$ cat src/rtl/regfile_write_arbiter.sv
// Register-file write-port arbiter: clears L registers after reset, then
// grants two writeback requesters round-robin with a one-cycle registered write.
module regfile_write_arbiter #(
  parameter int unsigned N = 5,
  parameter int unsigned M = 32,
  parameter int unsigned L = 32
) (
  input  logic         clk,
  input  logic         reset,
  input  logic         req0_valid,
  input  logic [N-1:0] req0_addr,
  input  logic [M-1:0] req0_data,
  input  logic         req1_valid,
  input  logic [N-1:0] req1_addr,
  input  logic [M-1:0] req1_data,
  output logic         req0_ready,
  output logic         req1_ready,
  output logic         rf_we,
  output logic [N-1:0] rf_a3,
  output logic [M-1:0] rf_wd3,
  output logic         init_done,
  output logic [15:0]  conflict_cnt
);

  localparam int unsigned CW = N + 1;
  localparam logic [CW-1:0] CLR_LAST = CW'(L - 1);
  localparam logic [0:0] ST_INIT = 1'b0;
  localparam logic [0:0] ST_RUN  = 1'b1;

  logic [0:0]    state_q, state_d;
  logic [CW-1:0] clr_q, clr_d;
  logic          ptr_q, ptr_d;
  logic          pend_we_q, pend_we_d;
  logic [N-1:0]  pend_addr_q, pend_addr_d;
  logic [M-1:0]  pend_data_q, pend_data_d;
  logic [15:0]   conf_q, conf_d;
  logic          done_q, done_d;

  logic run_c;
  logic gnt0_c;
  logic gnt1_c;

  // Grants are combinational so the requester sees ready in the same cycle.
  always_comb begin
    run_c  = (state_q == ST_RUN) && !reset;
    gnt0_c = run_c && req0_valid && (!req1_valid || !ptr_q);
    gnt1_c = run_c && req1_valid && (!req0_valid || ptr_q);
  end

  always_comb begin
    state_d     = state_q;
    clr_d       = clr_q;
    ptr_d       = ptr_q;
    pend_we_d   = 1'b0;
    pend_addr_d = pend_addr_q;
    pend_data_d = pend_data_q;
    conf_d      = conf_q;
    done_d      = done_q;
    if (reset) begin
      state_d     = ST_INIT;
      clr_d       = '0;
      ptr_d       = 1'b0;
      pend_addr_d = '0;
      pend_data_d = '0;
      conf_d      = '0;
      done_d      = 1'b0;
    end else begin
      case (state_q)
        ST_INIT: begin
          clr_d = clr_q + CW'(1);
          if (clr_q == CLR_LAST) begin
            state_d = ST_RUN;
            done_d  = 1'b1;
            clr_d   = '0;
          end
        end
        default: begin
          if (gnt0_c) begin
            pend_we_d   = (req0_addr != '0);
            pend_addr_d = req0_addr;
            pend_data_d = req0_data;
            ptr_d       = 1'b1;
          end else if (gnt1_c) begin
            pend_we_d   = (req1_addr != '0);
            pend_addr_d = req1_addr;
            pend_data_d = req1_data;
            ptr_d       = 1'b0;
          end
          if (req0_valid && req1_valid && (conf_q != 16'hFFFF)) begin
            conf_d = conf_q + 16'd1;
          end
        end
      endcase
    end
  end

  always_ff @(posedge clk) begin
    state_q     <= state_d;
    clr_q       <= clr_d;
    ptr_q       <= ptr_d;
    pend_we_q   <= pend_we_d;
    pend_addr_q <= pend_addr_d;
    pend_data_q <= pend_data_d;
    conf_q      <= conf_d;
    done_q      <= done_d;
  end

  // Write port is forced quiet while reset is asserted.
  always_comb begin
    req0_ready   = gnt0_c;
    req1_ready   = gnt1_c;
    rf_we        = 1'b0;
    rf_a3        = '0;
    rf_wd3       = '0;
    if (!reset) begin
      if (state_q == ST_INIT) begin
        rf_we = 1'b1;
        rf_a3 = clr_q[N-1:0];
      end else begin
        rf_we  = pend_we_q;
        rf_a3  = pend_addr_q;
        rf_wd3 = pend_data_q;
      end
    end
    init_done    = done_q;
    conflict_cnt = conf_q;
  end

endmodule
$ cat config.mk
export PLATFORM = sky130hd
export DESIGN_NAME = regfile_write_arbiter
export DESIGN_NICKNAME = d
export VERILOG_FILES = /design/src/rtl/regfile_write_arbiter.sv
export SDC_FILE = /design/constraint.sdc
export NUM_CORES = 1
export LEC_CHECK = 0
export CAP_MARGIN = 20
export CORE_UTILIZATION = 39
export CTS_CLUSTER_SIZE = 30
export DETAILED_ROUTE_END_ITERATION = 8
export GPL_ROUTABILITY_DRIVEN = 0
export PLACE_DENSITY = 0.88
export SYNTH_ARGS = -nofsm -noshare
export SYNTH_HDL_FRONTEND = slang
export SYNTH_SLANG_ARGS = --single-unit
$ cat constraint.sdc
create_clock -name clk -period 1.6 [get_ports clk]
set_input_delay 0.32 -clock clk [delete_from_list [all_inputs] [get_ports clk]]
set_output_delay 0.32 -clock clk [all_outputs]
set_load 0.05 [all_outputs]
; ---- Word-level counts from Yosys, hierarchy flattened
; Index checks and enable logic that the tools add are counted.
[op_classes]
n_reduce_logical = 20
n_eq_ne = 2
bitwise = 1
muxes = 17
add_sub_neg = 2
[op_table]
columns = op, count
row1 = two-way mux 32 bit, 4
row2 = two-way mux 5 bit, 4
row3 = "adder 16 x 1 -> 16 bit, second input constant", 1
row4 = "inequality test 16 bit, second input constant", 1
row5 = nonzero test 5 bit, 2
row6 = two-way mux 1 bit, 8
row7 = logical AND 1 bit, 7
row8 = "adder 6 x 1 -> 6 bit, second input constant", 1
row9 = "== test 6 x 5 -> 1 bit, second input constant", 1
row10 = two-way mux 6 bit, 1
row11 = AND reduction 2 bit, 3
row12 = logical NOT 1 bit, 4
row13 = logical OR 1 bit, 2
row14 = nonzero test 2 bit, 1
row15 = OR reduction 2 bit, 1
row16 = inverter 1 bit, 1
[word_totals]
register_bits = 63
wordCells = 50
inputBits = 78

; ---- Depth between registers and ports, before layout
; Gate-level depths: netlist of the first run.
[logic_depth]
word_depth = 6
mapped_depth = 7
depth_no_buf = 5

; ---- Least setup slack after synthesis of the first run
; OpenSTA, ideal clock, no wires.
[synth_timing]
path_type = reg-to-reg
startpoint = register conf_q[0] (netlist: conflict_cnt[0])
endpoint = register conf_q[1] (netlist: conflict_cnt[1])
path_stages_with_launch = 6
setup_slack_ns = -0.423
required_ns = 1.472
synth_period_minus_slack_ns = 2.023
arrival_ns = 1.896
setup_ns = 0.128
cell_sequence = dfxtp_1 -> ha_1 -> nand4_4 -> o41ai_4 -> mux2i_1 -> nor2_1
[synth_between]
elab_chain_cells = 3
elab_cells_between_ends = 4
classes_between = 1 x add/sub / 1 x eq/ne / 2 x reduce/logical
[synth_lines]
columns = element, line_no
row1 = from (decl), 36  ; logic [15:0] conf_q, conf_d;
row2 = from (signal assigned), 104  ; conf_q <= conf_d;
row3 = "parallel branches: the longest is 3 deep, another holds adder 16 x 1 -> 16 bit", n/a
; Parallel ways; which one is timed is not known.
; A chain may end at the register's enable or synchronous reset.

; ---- Worst setup path in the final report of the first run
[layout_timing]
startpoint = register state_q
endpoint = output rf_wd3[26]
[layout_between]
elab_chain_cells = 2
[layout_lines]
columns = element, line_no
row1 = from (decl), 30  ; logic [0:0] state_q, state_d;
row2 = from (signal assigned), 98  ; state_q <= state_d;
row3 = two-way mux 32 bit, 116  ; if (state_q == ST_INIT) begin
row4 = two-way mux 32 bit, 115  ; if (!reset) begin
row5 = to (decl), 20  ; output logic [M-1:0] rf_wd3,
; No other way between the ends.

==> flow_metrics.env, run 1 <==
export IMPL_powerDensity_nw_per_um2=543
export IMPL_drive_gt1_share_pct=44.0
export IMPL_first_iter_violations=97
export IMPL_max_freq_mhz=548
export IMPL_ys_flop_type="dfxtp_1"
export IMPL_wl_per_cell_um=17.5
export IMPL_num_vias=3555
export IMPL_synth_top_area_share_pct=38.3
export IMPL_cts_buffer_depth=2
export IMPL_postRouteWirelength_mm=11.3
export IMPL_io_buffers=134
export IMPL_p_seq_share_pct=46.7
export IMPL_worstSetupStartpoint="state_q"
export IMPL_cp_required_ps=1280
export IMPL_routed_wl_met2_mm=5.85
export IMPL_rsz0062_at_grt="yes"
export IMPL_dr_wl_met3_um=716
export IMPL_hold_viol_final=0
export IMPL_status="complete, but fails checks"
export IMPL_setup_violations=79
export IMPL_coreArea_um2=8180
export IMPL_seq_area_frac_synth_pct=38.3
export IMPL_hp_start="reset"
export IMPL_ys_seq_elements=63
export IMPL_ys_types=45
export IMPL_viasPerCell=5.52
export IMPL_grt_pass1_vias=3428
export IMPL_skew_ps=15.1
export IMPL_critPathSlowestCell="dfxtp_2"
export IMPL_p_sw_share_pct=23.1
export IMPL_crit_fanout=7
export IMPL_period_needed_ps=1820
export IMPL_grt_total_usage_pct=23.8
export IMPL_violations="negative setup slack"
export IMPL_clk_pin_slew_ps=70
export IMPL_clk_latency_ps=340
export IMPL_instances_no_fill=644
export IMPL_highest_layer="met5"
export IMPL_placed_cells=603
export IMPL_ys_async_sr_fraction_pct=0
export IMPL_netSwitchingPower_w=0.000773
export IMPL_io_pins=135
export IMPL_dr_pass1_iters=5
export IMPL_worstPathArrival_ps=1500
export IMPL_fin_area_um2=6170
export IMPL_die_h_um=93.8
export IMPL_cts_sinks=63
export IMPL_syn_area_per_cell_um2=9.14
export IMPL_r2r_end="conflict_cnt[11]"
export IMPL_r2r_setup_slack_ps=-130
export IMPL_wl_met1_mm=4.40
export IMPL_dieWidth_um=93.8
export IMPL_clock_power_share_pct=42.8
export IMPL_worstSetupPathType="flop to output port"
export IMPL_grt_overflow_total=0
export IMPL_hold_class="input pin to flop"
export IMPL_crit_path_end="rf_wd3[26]"
export IMPL_synth_edf_count=0
export IMPL_r2r_cells=6
export IMPL_antenna_cells=0
export IMPL_post_route_drc_count=0
export IMPL_path_cells="nor2b_4, buf_6, clkbuf_16, and2_4, buf_12"
export IMPL_dieArea_um2=8810
export IMPL_tritoncts="done"
export IMPL_postPlaceCellArea_um2=5430
export IMPL_grt_pass1_wl_mm=16.1
export IMPL_fin_nets=614
export IMPL_hold_depth=3
export IMPL_hpwl_mm=7.29
export IMPL_synthTopCellsByArea="dfxtp_1 38%, mux2i_1 13%, a211oi_1 8.4%"
export IMPL_regToRegStartpoint="state_q"
export IMPL_h_tree_depth=3
export IMPL_slew_viol_final=0
export IMPL_maxCapViolCount=0
export IMPL_synth_most_common_cell="dfxtp_1"
export IMPL_num_rows=33
export IMPL_ys_top_cells_by_count="63 x dfxtp_1, 56 x nor2_1, 42 x mux2i_1, 37 x a211oi_1, 34 x and2_1"
export IMPL_cts_root_buf="clkbuf_8"
export IMPL_holdWs_ps=487
export IMPL_yosys_area_top_type="dfxtp_1"
export IMPL_grt_max_degree=42
export IMPL_combPwrFrac_pct=10.5
export IMPL_leakage_nw=2.53
export IMPL_tightestPinTransition_ps=530
export IMPL_nFillCells=532
export IMPL_numCtsBuffers=9
export IMPL_synthCells=360
export IMPL_ant_nets=0
export IMPL_fin_crit_sh_pct=114
export IMPL_finalWorstSetupSlack_ps=-224
export IMPL_ir_drop_mv=0.372
export IMPL_critPathCaptureType="output port"
export IMPL_start_util_pct=40.2
export IMPL_syn_to_final_growth_pct=87.5
export IMPL_p_int_w=0.00258
export IMPL_yosys_warnings=0
export IMPL_netlist_area_um2=3290
export IMPL_cp_start_kind="flop"
export IMPL_slew_headroom_pct=64.5
export IMPL_antenna_found_initial=1
export IMPL_crit_path_max_incr_delay_ps=370
export IMPL_syn_nets=440
-- per-stage QoR --
step | utilization, % | setup TNS, ps | power (W) | setup slack [ps]
finish | 75.4 | -8510 | 0.00335 | -224
global route | 75.4 | -12560 | 0.00347 | -270
CTS | 72.1 | -7240 | 0.00336 | -209
detailed placement | 66.5 | -15560 | 0.00194 | -441
global placement | 66.5 | -13600 | 0.00193 | -394
floorplan | - | 0 | 0.00170 | 3.88
-- worst min-delay path by stage --
stage | end | slack [ps]
floorplan | ptr_q | 440
global placement | ptr_q | 480
detailed placement | pend_data_q[24] | 490
CTS | ptr_q | 440
global route | ptr_q | 480
finish | conflict_cnt[0] | 490
-- state kept, by name, summed over array words and instances (netlist names) --
signal	count
conflict_cnt	16
init_done	1
clr_q	6
state_q	1
pend_data_q	32
ptr_q	1
pend_addr_q	5
pend_we_q	1
-- critical path: cells and delay by family, from the launching register on --
| kind | cells | cell delay [ps] |
|---|---|---|
| DFF | 1 | 370 |
| buffers and inverters | 3 | 430 |
| and+or+nand+nor | 2 | 370 |
-- what timing repair did --
action | CTS | global route
cloned | 2 | 2
buffers inserted | 13 | 10
resized for setup | 43 | 51
pin swaps | 12 | 44
hold buffers | 0 | 0
endpoints found under the setup margin | 86 | 84
-- cell type report --
type | instances | area [um2] | share of cell area, %
repair buffers | 187 | 2240 | 36.4
well taps | 105 | 131 | 2.13
clock inverters | 3 | 42.5 | 0.690
multi-input cells | 269 | 2260 | 36.7
clock buffers | 13 | 159 | 2.58
inverters | 4 | 18.8 | 0.304
flip-flops and latches | 63 | 1310 | 21.3
-- routing by layer --
layer	up-vias	track usage (%)
met5	-	0
met4	2	10.6
met3	28	7.36
met2	151	41.4
met1	1718	26.6
li1	1656	-
-- cell families after synthesis --
kind of cell	after synthesis	share of synthesized area [%]
buffers and inverters	29	4.45
AND/OR/NAND/NOR	144	26.1
flip-flops	63	38.3
XOR/XNOR	6	1.60
AO/OA/AOI/OAI	72	15.3
adder cells (fa/ha/maj)	2	0.761
multiplexers	44	13.5
-- power groups by stage --
stage	Clock [W]	Sequential [W]	Combinational (W)
after floorplan	0	0.00160	0.000104
after detailed placement	0	0.00160	0.000334
final	0.00143	0.00156	0.000352
after global routing	0.00153	0.00157	0.000375
after CTS	0.00145	0.00157	0.000342
after global placement	0	0.00160	0.000326
-- placed cells by master, fill, tap and decap left out, types with 4 or more instances in the layout --
| cell | count |
|---|---|
| dfxtp_4 | 12 |
| a211oi_2 | 9 |
| mux2i_1 | 36 |
| clkbuf_8 | 11 |
| buf_6 | 8 |
| buf_12 | 47 |
| clkdlybuf4s50_1 | 74 |
| or4_1 | 4 |
| xor2_1 | 5 |
| nor2_4 | 5 |
| nand2_1 | 7 |
| or3_1 | 5 |
| a21oi_2 | 6 |
| nand4_4 | 4 |
| nor2_1 | 51 |
| a21oi_1 | 9 |
| a211oi_1 | 28 |
| dfxtp_1 | 46 |
| dfxtp_2 | 5 |
| or4_4 | 4 |
| nand4_1 | 4 |
| o21ai_0 | 5 |
| o31ai_1 | 4 |
| buf_4 | 53 |
| mux2i_2 | 5 |
| and2_4 | 32 |
(Power assumes the default switching activity.)
==> inputs of run 2 (changes only) <==
Settings changed: CTS_CLUSTER_DIAMETER set to 40, SETUP_SLACK_MARGIN set to 0.3.
==> run 2 against run 1 <==
The flow still finishes with violations (negative setup slack); critical endpoint is now rf_a3[0]; clock skew is 8.2 ps lower; non-clock buffer count grew 6; routed wire length grew 16%; sequential power barely moved; critical path depth is 1 lower; final cell count rose by 0.78%; flip-flop and latch count unchanged.
==> flow_metrics.env, run 2 (synthesized netlist as in run 1, its figures left out) <==
export IMPL_status="complete, but fails checks"
export IMPL_violations="negative setup slack"
export IMPL_worstSetupStartpoint="state_q"
export IMPL_final_common_cell="clkdlybuf4s50_1"
export IMPL_max_freq_mhz=557
export IMPL_worstPathArrival_ps=1480
export IMPL_fin_nets=619
export IMPL_critPathSlowestCell="dfxtp_4"
export IMPL_fin_util_pct=79.9
export IMPL_io_buffers=134
export IMPL_skew_ps=6.91
export IMPL_layout_common_cells="74 x clkdlybuf4s50_1, 54 x buf_12, 49 x nor2_1, 44 x dfxtp_1, 33 x and2_4"
export IMPL_finalWorstSetupSlack_ps=-196
export IMPL_tritoncts="done"
export IMPL_start_util_pct=40.2
export IMPL_die_h_um=93.8
export IMPL_coreArea_um2=8180
export IMPL_setup_violations=70
export IMPL_leakage_nw=2.64
export IMPL_final_setup_tns_ps=-6770
export IMPL_tightestPinTransition_ps=519
export IMPL_ir_drop_mv=0.401
export IMPL_hold_viol_final=0
export IMPL_postRouteWirelength_mm=13.1
export IMPL_syn_to_final_growth_pct=98.6
export IMPL_r2r_setup_slack_ps=-120
export IMPL_num_rows=33
export IMPL_post_route_drc_count=0
export IMPL_worst_path_buf_inv=2
export IMPL_r2r_end="conflict_cnt[12]"
export IMPL_grt_total_usage_pct=27.3
export IMPL_clk_latency_ps=350
export IMPL_antenna_found_initial=0
export IMPL_worstSetupPathType="flop to output port"
export IMPL_fin_crit_sh_pct=112
export IMPL_crit_path_end="rf_a3[0]"
export IMPL_worst_path_stages=4
export IMPL_viasPerCell=5.61
export IMPL_ant_nets=0
export IMPL_slew_viol_final=0
export IMPL_cp_required_ps=1280
export IMPL_dieWidth_um=93.8
export IMPL_fin_area_um2=6530
export IMPL_cp_start_kind="flop"
export IMPL_grt_pass1_vias=3663
export IMPL_grt_pass1_wl_mm=18.3
export IMPL_drive_gt1_share_pct=46.3
export IMPL_critPathCaptureType="output port"
export IMPL_largest_register="pend_data_q"
export IMPL_cp_top_family="buffers and inverters"
export IMPL_crit_fanout=12
export IMPL_postPlaceCellArea_um2=5500
export IMPL_hold_class="flop to flop"
export IMPL_clk_pin_slew_ps=70
export IMPL_maxCapViolCount=0
export IMPL_crit_path_max_incr_delay_ps=370
export IMPL_num_vias=3644
export IMPL_slew_headroom_pct=65.2
export IMPL_period_needed_ps=1800
export IMPL_wl_per_cell_um=20.1
export IMPL_rsz0062_at_grt="yes"
export IMPL_cts_buffer_depth=2
export IMPL_dr_pass1_iters=5
export IMPL_grt_overflow_total=0
export IMPL_hold_buffers=0
export IMPL_r2r_cells=6
export IMPL_cts_root_buf="clkbuf_8"
export IMPL_grt_max_degree=49
export IMPL_largest_reg_flops=32
export IMPL_regToRegStartpoint="state_q"
export IMPL_path_cells="buf_6, mux2i_4, nor2_4, buf_4"
export IMPL_antenna_cells=0
export IMPL_dieArea_um2=8810
export IMPL_hpwl_mm=7.21
export IMPL_numCtsBuffers=9
export IMPL_powerDensity_nw_per_um2=496
export IMPL_io_pins=135
export IMPL_h_tree_depth=3
export IMPL_cts_sinks=63
export IMPL_first_iter_violations=167
run 2: per-layer routing:
metal / vias up / global-route usage (%) / wire length [um]
li1: 1677 / - / -
met1: 1740 / 29.3 / 4650
met2: 179 / 48.5 / 7080
met3: 48 / 6.88 / 731
met4: 0 / 15.1 / 608
met5: - / 0 / 0
run 2: per-stage QoR:
stage | hold WS, ps | std cells | setup slack (ps) | total power (W)
final | 499 | 649 | -196 | 0.00324
after global routing | 492 | 649 | -228 | 0.00334
after CTS | 466 | 640 | -151 | 0.00320
after detailed placement | 490 | 596 | -583 | 0.00194
after global placement | 477 | 596 | -474 | 0.00192
after floorplan | 440 | 360 | 69.5 | 0.00170
run 2: worst reg2reg max path, stage by stage, from the launching register on:
cell     delay, ps
dfxtp_4        370
buf_4          130
and3_4         180
buf_12         120
nand4_4        110
or4_4          570
a21oi_2        170
run 2: layout make-up:
| class | instances | area (um2) |
|---|---|---|
| fillers | 425 | 1640 |
| clock buffers | 12 | 155 |
| clock inverters | 4 | 20.0 |
| inverters | 4 | 18.8 |
| well taps | 105 | 131 |
| flip-flops and latches | 63 | 1330 |
| repair buffers | 193 | 2550 |
| multi-input cells | 268 | 2320 |
run 2: repair_timing:
item / in CTS / in global routing
cloned: 8 / 1
setup endpoints to repair: 99 / 103
pin swaps: 44 / 21
resized for setup: 73 / 36
setup buffers: 20 / 8
run 2: worst min-delay path by stage:
stage	depth (start not counted)	slack (ps)	startpoint	to
6_report	2	500	pend_data_q[4]	pend_data_q[4]
5_1_grt	3	490	req1_valid	ptr_q
4_1_cts	3	470	req1_valid	ptr_q
3_5_place_dp	1	490	state_q	ptr_q
3_3_place_gp	1	480	ptr_q	ptr_q
2_1_floorplan	1	440	req1_valid	ptr_q
run 2: power by group:
part	internal, W	total (W)	switching, W
sequential	0.00155	0.00156	0.0000140
clock	0.000637	0.00129	0.000653
combinational	0.000237	0.000388	0.000152
total	0.00242	0.00324	0.000819
==> inputs of run 3 (changes only) <==
Settings changed: ABC_AREA set to 1, CORE_UTILIZATION 39 to 40, PLACE_DENSITY 0.88 to 0.87.
==> run 3 against run 2 <==
Total power rose by 7.1%; critical path type is now flop to flop; sequential share of layout area shrank 4.7 points; global-route usage increased by 16 points; hold slack got worse by 84 ps; via count grew 59%; the flow still finishes with violations (negative setup slack); area after synthesis increased by 10%; die area increased by 7.3%; maximum frequency is 11% lower; critical path depth rose by 7; clock power hardly changed.
==> flow_metrics.env, run 3 <==
export IMPL_crit_fanout=7
export IMPL_grt_total_usage_pct=43.2
export IMPL_r2r_cells=11
export IMPL_r2r_setup_slack_ps=-410
export IMPL_hold_class="input pin to flop"
export IMPL_synthCells=598
export IMPL_io_buffers=134
export IMPL_hold_buffers=0
export IMPL_worstPathArrival_ps=2310
export IMPL_largest_register="pend_data_q"
export IMPL_netlist_area_um2=3630
export IMPL_cts_sinks=63
export IMPL_cp_start_kind="flop"
export IMPL_ant_nets=0
export IMPL_ir_drop_mv=0.435
export IMPL_setup_violations=93
export IMPL_hpwl_mm=8.53
export IMPL_fin_crit_sh_pct=126
export IMPL_fin_nets=872
export IMPL_coreArea_um2=8760
export IMPL_io_pins=135
export IMPL_num_rows=34
export IMPL_die_h_um=97.2
export IMPL_multi_input_area_um2=3630
export IMPL_cts_buffer_depth=2
export IMPL_worstSetupStartpoint="state_q"
export IMPL_h_tree_depth=3
export IMPL_dr_pass1_iters=6
export IMPL_max_freq_mhz=497
export IMPL_antenna_cells=0
export IMPL_dieWidth_um=97.2
export IMPL_postPlaceCellArea_um2=6000
export IMPL_syn_area_per_cell_um2=6.06
export IMPL_seq_area_frac_synth_pct=34.8
export IMPL_finalWorstSetupSlack_ps=-412
export IMPL_tritoncts="done"
export IMPL_grt_pass1_vias=5931
export IMPL_grt_overflow_total=0
export IMPL_critPathCaptureType="flop"
export IMPL_skew_ps=11.2
export IMPL_hold_viol_final=0
export IMPL_dieArea_um2=9450
export IMPL_syn_to_final_growth_pct=129
export IMPL_first_iter_violations=707
export IMPL_leakage_nw=3.93
export IMPL_grt_pass1_wl_mm=31.6
export IMPL_cts_root_buf="clkbuf_8"
export IMPL_synth_top_area_share_pct=34.8
export IMPL_synth_edf_count=0
export IMPL_post_route_drc_count=0
export IMPL_clk_latency_ps=370
export IMPL_violations="negative setup slack"
export IMPL_viasPerCell=6.40
export IMPL_crit_path_end="conflict_cnt[2]"
export IMPL_status="complete, but fails checks"
export IMPL_r2r_end="conflict_cnt[2]"
export IMPL_ys_seq_elements=63
export IMPL_fin_area_um2=8300
export IMPL_slew_headroom_pct=66.3
export IMPL_rsz0062_at_grt="yes"
export IMPL_layout_common_cells="83 x nand3_2, 75 x clkdlybuf4s50_1, 73 x nand2_1, 71 x nand2_4, 48 x nor2_4"
export IMPL_regToRegStartpoint="state_q"
export IMPL_period_needed_ps=2010
export IMPL_grt_max_degree=26
export IMPL_nFillCells=197
export IMPL_postRouteWirelength_mm=25.5
export IMPL_syn_nets=678
export IMPL_num_vias=5790
export IMPL_ys_top_cells_by_count="174 x nand2_1, 100 x nand3_1, 76 x inv_1, 76 x nor2_1, 63 x dfxtp_1"
export IMPL_synth_most_common_cell="nand2_1"
export IMPL_final_common_cell="nand3_2"
export IMPL_ys_async_sr_fraction_pct=0
export IMPL_finalPower_w=0.00347
export IMPL_cp_required_ps=1900
export IMPL_slew_viol_final=0
export IMPL_clk_pin_slew_ps=80
export IMPL_worstSetupPathType="flop to flop"
export IMPL_ys_flop_type="dfxtp_1"
export IMPL_powerDensity_nw_per_um2=418
export IMPL_drive_gt1_share_pct=64.0
export IMPL_tightestPinTransition_ps=505
export IMPL_numCtsBuffers=9
export IMPL_antenna_found_initial=0
export IMPL_yosys_area_top_type="dfxtp_1"
export IMPL_maxCapViolCount=0
export IMPL_seqCellArea_um2=1310
export IMPL_yosys_warnings=0
export IMPL_ys_types=29
export IMPL_synthTopCellsByArea="dfxtp_1 35%, nand2_1 18%, nand3_1 14%"
export IMPL_largest_reg_flops=32
export IMPL_wl_per_cell_um=28.2
export IMPL_start_util_pct=41.4
[run 3: cell count changes after synthesis, sizes merged, moves of 7 or more]
cell	change
mux2i	-42
or2	+33
inv	+75
a21oi	-7
or4	-8
nand2	+169
nand3	+95
nor2	+23
a211oi	-37
buf	+11
and2	-34
nand4	-8
[run 3: area by class of cell]
cell class                      count  share of cell area [%]
Multi-Input combinational cell    425                    43.7
Sequential cell                    63                    15.7
Timing Repair Buffer              214                    33.1
Clock inverter                      7                   0.452
Inverter                           79                    3.92
Clock buffer                        9                    1.49
Tap cell                          108                    1.63
[run 3: worst max-delay path, cell delays in order, from the launching register on]
cell and delay [ps]:
dfxtp_4 410, buf_12 120, buf_4 100, buf_6 100
buf_16 140, buf_4 120, buf_8 140, nand2_1 160
nand3b_1 310, nand2_2 160, inv_2 50, nor2_2 120
[run 3: worst min-delay path by stage]
| stage | from | endpoint | slack, ps | cells after the start |
|---|---|---|---|---|
| 2_1_floorplan | clr_q[4] | clr_q[4] | 440 | 1 |
| 3_3_place_gp | init_done | init_done | 440 | 2 |
| 3_5_place_dp | init_done | init_done | 470 | 2 |
| 4_1_cts | reset | state_q | 370 | 3 |
| 5_1_grt | reset | state_q | 400 | 3 |
| 6_report | reset | state_q | 410 | 3 |
[run 3: through the flow]
stage / util [%] / std cells / setup slack [ps] / TNS, ps / hold WS [ps]
6_report: 94.8 / 905 / -412 / -22000 / 415
5_1_grt: 94.8 / 905 / -555 / -24220 / 397
4_1_cts: 88.4 / 892 / -120 / -3300 / 372
3_5_place_dp: 68.5 / 837 / -265 / -9340 / 465
3_3_place_gp: 68.5 / 837 / -187 / -7410 / 441
2_1_floorplan: - / 598 / 145 / 0 / 443
[run 3: cell families after synthesis]
logic type	Yosys count	share of synthesized area (%)
AND/OR/NAND/NOR	395	48.0
adder cells (fa/ha/maj)	2	0.690
buffers and inverters	111	12.2
flip-flops	63	34.8
AO/OA/AOI/OAI	25	3.83
XOR/XNOR	2	0.483
[run 3: layer usage]
| layer | wire [um] | share of wire (%) | GRT usage [%] | vias to the layer above |
|---|---|---|---|---|
| li1 | - | - | - | 2230 |
| met1 | 7970 | 31 | 44.3 | 2643 |
| met2 | 11700 | 46 | 75.5 | 661 |
| met3 | 3130 | 12 | 9.71 | 256 |
| met4 | 2780 | 11 | 34.5 | 0 |
| met5 | 0 | 0 | 0 | - |
[run 3: repair_timing]
| action | in CTS | in global routing |
|---|---|---|
| cloned | 12 | 1 |
| endpoints found under the setup margin | 97 | 104 |
| endpoints found under the hold margin | 0 | 0 |
| setup buffers | 27 | 12 |
| gates resized for setup | 270 | 120 |
| pin swaps | 83 | 65 |
[run 3: where the power goes]
part           switching, W  total, W  internal (W)  leakage [nW]
clock              0.000759   0.00131      0.000551        0.0932
combinational      0.000299  0.000581      0.000282          3.32
sequential        0.0000167   0.00158       0.00156         0.519
total               0.00107   0.00347       0.00240          3.93
